===== config.mk =====
export PLATFORM = sky130hd
export DESIGN_NAME = seqn_gen
export DESIGN_NICKNAME = d
export VERILOG_FILES = /design/src/rtl/seqn_gen.sv
export SDC_FILE = /design/constraint.sdc
export NUM_CORES = 1
export LEC_CHECK = 0
export CAP_MARGIN = 5
export CORE_MARGIN = 2
export CORE_UTILIZATION = 35
export DETAILED_ROUTE_END_ITERATION = 16
export GPL_TIMING_DRIVEN = 0
export PLACE_DENSITY = 0.67
export SLEW_MARGIN = 5
export SYNTH_ARGS = -nofsm -noshare
export SYNTH_HDL_FRONTEND = slang
export SYNTH_SLANG_ARGS = --single-unit

===== constraint.sdc =====
create_clock -name clk -period 6.6 [get_ports clk]
set_input_delay 1.98 -clock clk [delete_from_list [all_inputs] [get_ports clk]]
set_output_delay 1.98 -clock clk [all_outputs]
set_load 0.01 [all_outputs]

===== src/rtl/seqn_gen.sv =====
// seqn_gen: framed serial pattern generator.
// A word accepted through load/ready is sent on dout one bit per clock:
// the PREAMBLE pattern (bit PRE_LEN-1 first), then the word MSB-first,
// then an optional idle gap of GAP_CYC cycles before ready returns.
// Optional feature macro: SEQN_GEN_PARITY_EN appends one even-parity bit
// (XOR of the accepted word) after the data bits; last moves onto that bit.
// All outputs come straight from flops; the next output values are decoded
// from the next FSM state so that each bit appears on the edge that enters it.
module seqn_gen #(
  parameter int          DATA_W   = 8,
  parameter int          PRE_LEN  = 4,
  parameter logic [15:0] PREAMBLE = 16'h000A,
  parameter int          GAP_CYC  = 1
) (
  input  logic              clk,
  input  logic              reset,
  input  logic [DATA_W-1:0] data_in,
  input  logic              load,
  output logic              ready,
  output logic              dout,
  output logic              dout_valid,
  output logic              last,
  output logic              busy
);

  // Counter must hold the largest per-state count without wrapping.
  localparam int MAX_PD = (PRE_LEN > DATA_W) ? PRE_LEN : DATA_W;
  localparam int MAX_C  = (MAX_PD > GAP_CYC) ? MAX_PD : GAP_CYC;
  localparam int CNT_W  = $clog2(MAX_C) + 1;

  localparam logic [CNT_W-1:0] PRE_END  = CNT_W'(PRE_LEN - 1);
  localparam logic [CNT_W-1:0] DATA_END = CNT_W'(DATA_W - 1);
  localparam logic [CNT_W-1:0] GAP_END  = CNT_W'(GAP_CYC - 1);
  localparam logic [15:0]      PRE_PAT  = PREAMBLE;

  typedef enum logic [2:0] {
    ST_IDLE = 3'd0,
    ST_PRE  = 3'd1,
    ST_DATA = 3'd2,
`ifdef SEQN_GEN_PARITY_EN
    ST_PAR  = 3'd4,
`endif
    ST_GAP  = 3'd3
  } state_t;

  state_t            r_state, w_state_nxt;
  logic [CNT_W-1:0]  r_cnt, w_cnt_nxt;
  logic [DATA_W-1:0] r_sreg, w_sreg_nxt;
  logic [3:0]        w_pre_idx;
  logic              w_dout_nxt, w_valid_nxt, w_last_nxt;
  logic              r_dout, r_valid, r_last, r_busy, r_ready;

`ifdef SEQN_GEN_PARITY_EN
  logic r_par, w_par_nxt;

  // Even-parity bit: XOR of all bits of the word.
  function automatic logic even_parity(input logic [DATA_W-1:0] d);
    even_parity = ^d;
  endfunction
`endif

  // Next-state, counter, shift-register and next-output decode.
  always_comb begin
    w_state_nxt = r_state;
    w_cnt_nxt   = r_cnt;
    w_sreg_nxt  = r_sreg;
`ifdef SEQN_GEN_PARITY_EN
    w_par_nxt   = r_par;
`endif
    case (r_state)
      ST_IDLE: begin
        if (load) begin
          w_state_nxt = ST_PRE;
          w_cnt_nxt   = '0;
          w_sreg_nxt  = data_in;
`ifdef SEQN_GEN_PARITY_EN
          w_par_nxt   = even_parity(data_in);
`endif
        end else begin
          w_state_nxt = ST_IDLE;
        end
      end
      ST_PRE: begin
        if (r_cnt == PRE_END) begin
          w_state_nxt = ST_DATA;
          w_cnt_nxt   = '0;
        end else begin
          w_cnt_nxt   = r_cnt + 1'b1;
        end
      end
      ST_DATA: begin
        if (r_cnt == DATA_END) begin
          w_cnt_nxt = '0;
`ifdef SEQN_GEN_PARITY_EN
          w_state_nxt = ST_PAR;
`else
          if (GAP_CYC != 0) begin
            w_state_nxt = ST_GAP;
          end else begin
            w_state_nxt = ST_IDLE;
          end
`endif
        end else begin
          w_cnt_nxt = r_cnt + 1'b1;
        end
      end
`ifdef SEQN_GEN_PARITY_EN
      ST_PAR: begin
        w_cnt_nxt = '0;
        if (GAP_CYC != 0) begin
          w_state_nxt = ST_GAP;
        end else begin
          w_state_nxt = ST_IDLE;
        end
      end
`endif
      ST_GAP: begin
        if (r_cnt == GAP_END) begin
          w_state_nxt = ST_IDLE;
          w_cnt_nxt   = '0;
        end else begin
          w_cnt_nxt   = r_cnt + 1'b1;
        end
      end
      default: begin
        w_state_nxt = ST_IDLE;
        w_cnt_nxt   = '0;
      end
    endcase

    // The MSB goes out on the edge entering each data bit; shift on that edge.
    if (w_state_nxt == ST_DATA) begin
      w_sreg_nxt = r_sreg << 1;
    end else begin
      w_sreg_nxt = w_sreg_nxt;
    end

    w_pre_idx   = 4'(PRE_LEN - 1) - 4'(w_cnt_nxt);
    w_dout_nxt  = 1'b0;
    w_valid_nxt = 1'b0;
    w_last_nxt  = 1'b0;
    case (w_state_nxt)
      ST_PRE: begin
        w_dout_nxt  = PRE_PAT[w_pre_idx];
        w_valid_nxt = 1'b1;
      end
      ST_DATA: begin
        w_dout_nxt  = r_sreg[DATA_W-1];
        w_valid_nxt = 1'b1;
`ifdef SEQN_GEN_PARITY_EN
        w_last_nxt  = 1'b0;
`else
        w_last_nxt  = (w_cnt_nxt == DATA_END);
`endif
      end
`ifdef SEQN_GEN_PARITY_EN
      ST_PAR: begin
        w_dout_nxt  = r_par;
        w_valid_nxt = 1'b1;
        w_last_nxt  = 1'b1;
      end
`endif
      default: begin
        w_dout_nxt  = 1'b0;
        w_valid_nxt = 1'b0;
        w_last_nxt  = 1'b0;
      end
    endcase
  end

  // FSM state, bit counter and shift-register flops.
  always_ff @(posedge clk or negedge reset) begin
    if (!reset) begin
      r_state <= ST_IDLE;
      r_cnt   <= '0;
      r_sreg  <= '0;
`ifdef SEQN_GEN_PARITY_EN
      r_par   <= 1'b0;
`endif
    end else begin
      r_state <= w_state_nxt;
      r_cnt   <= w_cnt_nxt;
      r_sreg  <= w_sreg_nxt;
`ifdef SEQN_GEN_PARITY_EN
      r_par   <= w_par_nxt;
`endif
    end
  end

  // Output flops, loaded with the values belonging to the state being entered.
  always_ff @(posedge clk or negedge reset) begin
    if (!reset) begin
      r_dout  <= 1'b0;
      r_valid <= 1'b0;
      r_last  <= 1'b0;
      r_busy  <= 1'b0;
      r_ready <= 1'b1;
    end else begin
      r_dout  <= w_dout_nxt;
      r_valid <= w_valid_nxt;
      r_last  <= w_last_nxt;
      r_busy  <= (w_state_nxt != ST_IDLE);
      r_ready <= (w_state_nxt == ST_IDLE);
    end
  end

  assign dout       = r_dout;
  assign dout_valid = r_valid;
  assign last       = r_last;
  assign busy       = r_busy;
  assign ready      = r_ready;

endmodule


# Word-level counts from Yosys, hierarchy flattened
# Memory sizes are Yosys's and may differ from the RTL's.
# Index checks and enable logic that the tools add are counted.
op_classes:
  n_eq_ne: 8
  mul: 0
  bitwise: 0
  n_shift: 0
  magnitude_cmp: 1
  n_mux: 17
  reduce_logical: 8
  n_addsub: 2
  div: 0
ops:
  columns: ["op", "n"]
  rows:
  - ["$mux W8", 3]
  - ["$mux W4", 4]
  - ["$pmux W4 S4", 1]
  - ["$pmux W3 S4", 1]
  - ["$eq A3 B2 Y1 const B", 3]
  - ["$mux W3", 3]
  - ["$eq A4 B3 Y1 const B", 2]
  - ["$eq A3 B1 Y1 const B", 2]
  - ["$logic_not A3 Y1", 2]
  - ["$lt A4 B5 Y1 const B", 1]
  - ["$add A4 B1 Y4 const B", 1]
  - ["$eq A4 B2 Y1 const B", 1]
  - ["$logic_not A4 Y1", 1]
  - ["$mux W1", 4]
  - ["$reduce_bool A2 Y1", 2]
  - ["$sub A2 B4 Y4 const A", 1]
  - ["$reduce_bool A3 Y1", 1]
  - ["$pmux W1 S2", 1]
  - ["$reduce_and A2 Y1", 1]
  - ["$reduce_or A2 Y1", 1]
totals:
  out_inout_bits: 5
  latchBits: 0
  memories: 1
  inputBits: 11
  ramBits: 0
  mem_bits_ro: 16
  regBits: 20
  elab_cells: 45
memory_table:
  columns: ["memory", "words", "width", "rd", "rd_clocked_by_memory_dff", "write_ports", "line", "rtl"]
  rows:
  - ["(no name shown)", 16, 1, 1, 0, 0, "144", "w_dout_nxt = PRE_PAT[w_pre_idx];"]

# Depth between registers and ports, before layout
depth:
  word_depth: 7
  mapped_depth: 10
  mapped_depth_nobuf: 10

# Worst setup path after synthesis
# Ideal clock, no wire load.
synth_path:
  path_type: "in2reg"
  from: "in load"
  to: "reg r_sreg[1]"
  n_path_buf: 1
  path_slack_ps: 3397
  setup_time_ps: 118
  required_time_ps: 6482
  path_stages: 6
  arrival_ps: 3085
  path_cell_list: "nor4b_4 a31o_4 nor4_4 buf_6 a22o_1 a21o_1"
synth_between:
  elab_chain_cells: 5
  elab_cells_between_ends: 7
  cone_classes: "eq/ne: 1; mux: 3; reduce/logical: 3"
synth_rtl:
  columns: ["element", "line", "rtl"]
  rows:
  - ["from (decl)", "18", "input logic load,"]
  - ["$mux W1", "72", "if (load) begin"]
  - ["$pmux W3 S4", "70", "case (r_state)"]
  - ["$eq A3 B2 Y1", "132", "if (w_state_nxt == ST_DATA) begin"]
  - ["$reduce_bool A2 Y1 (no source line)", null, null]
  - ["$reduce_and A2 Y1 (no source line)", null, null]
  - ["to (signal assigned)", "183", "r_sreg <= w_sreg_nxt;"]
  - ["to (decl)", "48", "logic [DATA_W-1:0] r_sreg, w_sreg_nxt;"]
# Parallel ways exist; a longest one is shown, timed or not.
# A chain may end at the register's enable or synchronous reset.

# Worst setup path in the final report
layout_path:
  from: "in load"
  to: "reg r_sreg[3]"
# The elaborated chain is that of the path after synthesis.

==> impl_metrics.json <==
{
  "critPathMaxFanout": 10,
  "chipHeight_um": 58.9,
  "post_cts_buffers": 0,
  "fmax_mhz": 273,
  "clk_latency_ns": 0.29,
  "synth_top_family_by_area": "compound AO/OA/AOI/OAI gates",
  "fin_crit_sh_pct": 55.4,
  "ir_drop_mv": 0.154,
  "cp_top_family": "buffers and inverters",
  "cts_tree": "done",
  "path_class": "in2reg",
  "ctsResizeCount": 0,
  "skew_ns": 0.00364,
  "drtAntennaViolNets": 0,
  "power_frac_clock_pct": 22.8,
  "htree_levels": 1,
  "syn_inst": 88,
  "setup_viol": 0,
  "status": "finished, final reports clean",
  "synth_compound_area_share_pct": 24.1,
  "hold_end": "r_sreg[7]$_DFFE_PN0P_",
  "min_from": "r_sreg[7]$_DFFE_PN0P_",
  "worst-r2r-setup-slack_ns": 4.14,
  "critPathBufInv": 2,
  "core_um2": 2810,
  "synth-async-reset-ratio_pct": 100,
  "vias": 744,
  "wl_um": 1920,
  "power.density_nw_per_um2": 201,
  "cp.required_ns": 6.79,
  "diodes": 0,
  "nNetsFinal": 122,
  "layout_commonest_cell": "dfrtp_1",
  "seq_power_share_pct": 57.5,
  "path_clk_slew_ns": 0.10,
  "cts.hold.buffers_added": 0,
  "drive_above_1_share_pct": 20.6,
  "grt_overflow": 0,
  "avgRoutedWirePerCell_um": 13.9,
  "synthFlopType": "dfrtp_1",
  "syn_area_um2": 1050,
  "dr.first_iter.drc_count": 14,
  "crit_chain": "clkdlybuf4s50_1 > nor4b_4 > a31o_4 > nor4_4 > buf_6 > a22o_1 > a21o_1",
  "io_pins": 16,
  "p_comb_share_pct": 19.7,
  "synth_xor_area_share_pct": 0,
  "finalPower_uw": 255,
  "hp-class": "reg2reg",
  "period_needed_ns": 3.66,
  "ys_seq_area_share_pct": 47.6,
  "grt_max_degree": 21,
  "min_path_cells": 1,
  "regToRegEndpoint": "dout$_DFF_PN0_",
  "slowest_stage": "nor4b_4",
  "worstRegToRegCells": 9,
  "fp.dieW_um": 58.9,
  "clock_path_buffers": 2,
  "post-route-util_pct": 45.3,
  "slew_headroom_pct": 41.0,
  "first_pass_iters": 4,
  "via_per_inst": 5.39,
  "grt_antenna_before_repair": 0,
  "finalMaxSlewViolations": 0,
  "initial_core_util_pct": 37.6,
  "p_leak_uw": 0.000596,
  "place_congestion": 0.777,
  "yosysWarnings": 0,
  "critPathMaxStageDelay_ns": 0.59,
  "cts_made_buffers": 3,
  "grt_usage_pct": 13.0,
  "synth.avg_cell_area_um2": 12.0,
  "synth_edf_count": 0,
  "cap_viol_max_count": 0,
  "rsz0062_at_grt": "false",
  "hold_violations": 0,
  "synth-simple-area-share_pct": 18.0,
  "synth.distinct_cells": 39,
  "end_kind": "register",
  "area_growth_pct": 20.4,
  "syn_nets": 102,
  "dp_hpwl_um": 1460,
  "cts-root-buf": "clkbuf_4",
  "ys_seq_elements": 20,
  "worstMarginPinSlew_ns": 0.882,
  "dieArea_um2": 3470,
  "p_switching_uw": 66.0,
  "setup_tns_ns": 0,
  "synthMuxAreaShare_pct": 2.25,
  "drc": 0,
  "placementRows": 19,
  "r2r_start": "r_cnt[0]$_DFF_PN0_",
  "clock_sinks": 20,
  "grt_pass1_wl_um": 3460,
  "start_kind": "input port",
  "grt_pass1_vias": 760,
  "netSwitchingFraction_pct": 25.9,
  "synthAdderAreaFrac_pct": 3.56,
  "cp_data_arrival_time_ns": 3.85,
  "portBuffers": 15,
  "final_cell_mix": "19 x dfrtp_1, 15 x clkdlybuf4s50_1, 8 x a21o_1, 7 x a22o_1, 6 x inv_1",
  "p_int_uw": 189
}
==> power by group through the flow <==
stage	registers, uW	logic, uW	clock network (uW)
global placement	148	49.0	0
global route	149	55.5	66.4
finish	147	50.2	58.2
floorplan	149	29.1	0
CTS	147	51.0	62.5
detailed placement	149	51.0	0
==> cells by family after synthesis <==
kind of cell / after synthesis
adder cells (fa/ha/maj): 3
multiplexers: 2
buffers and inverters: 9
flip-flops: 20
AND/OR/NAND/NOR: 25
other: 1
AO/OA/AOI/OAI: 28
==> metal layers <==
layer / global-route usage, % / part of all wire, % / wire, um / vias up
met1: 18.0 / 47 / 910 / 368
met5: 0 / 0 / 0 / -
li1: - / - / - / 357
met3: 1.54 / 3.8 / 73 / 5
met2: 20.5 / 47 / 901 / 14
met4: 5.84 / 1.7 / 33 / 0
==> sequential cells by signal, summed over array words and instances (netlist names) <==
| name | cells |
|---|---|
| r_cnt | 4 |
| busy | 1 |
| dout_valid | 1 |
| last | 1 |
| r_state | 3 |
| dout | 1 |
| ready | 1 |
| r_sreg | 8 |
==> metrics by stage <==
step                setup WS, ns  hold WS (ns)  cells  instance area, um^2
floorplan                   3.40         0.449     88                 1050
global placement            2.63         0.460    134                 1240
detailed placement          2.62         0.466    134                 1240
CTS                         2.94         0.493    138                 1270
global route                2.85         0.502    138                 1270
finish                      2.94         0.487    138                 1270
==> cell usage after synthesis, types with 2 or more instances <==
master	n	area [um^2]
o22ai_1	2	12.5
a22o_1	7	61.3
nor2_1	5	18.8
ha_1	3	37.5
or2_2	2	12.5
nor3b_1	2	15.0
dfrtp_1	19	475
inv_1	6	22.5
a21o_1	8	60.1
a21oi_1	2	10.0
nand2_1	3	11.3
nand3b_1	2	15.0
==> final cells by class <==
cell class / instances / area, um^2
buffer: 3 / 21.3
clock buffer: 4 / 26.3
fill: 274 / 1540
inverter: 6 / 22.5
multi-input combinational: 59 / 509
sequential: 20 / 502
tap: 31 / 38.8
timing repair buffer: 15 / 150
==> worst max-delay path by stage <==
stage          slack, ns  start                    end  depth (start not counted)
2_1_floorplan       3.40   load  r_sreg[1]$_DFFE_PN0P_                          6
6_report            2.94   load  r_sreg[3]$_DFFE_PN0P_                          7
4_1_cts             2.94   load  r_sreg[1]$_DFFE_PN0P_                          7
3_3_place_gp        2.63   load  r_sreg[5]$_DFFE_PN0P_                          7
5_1_grt             2.85   load  r_sreg[6]$_DFFE_PN0P_                          7
3_5_place_dp        2.62   load  r_sreg[4]$_DFFE_PN0P_                          7
(Power assumes the default switching activity.)
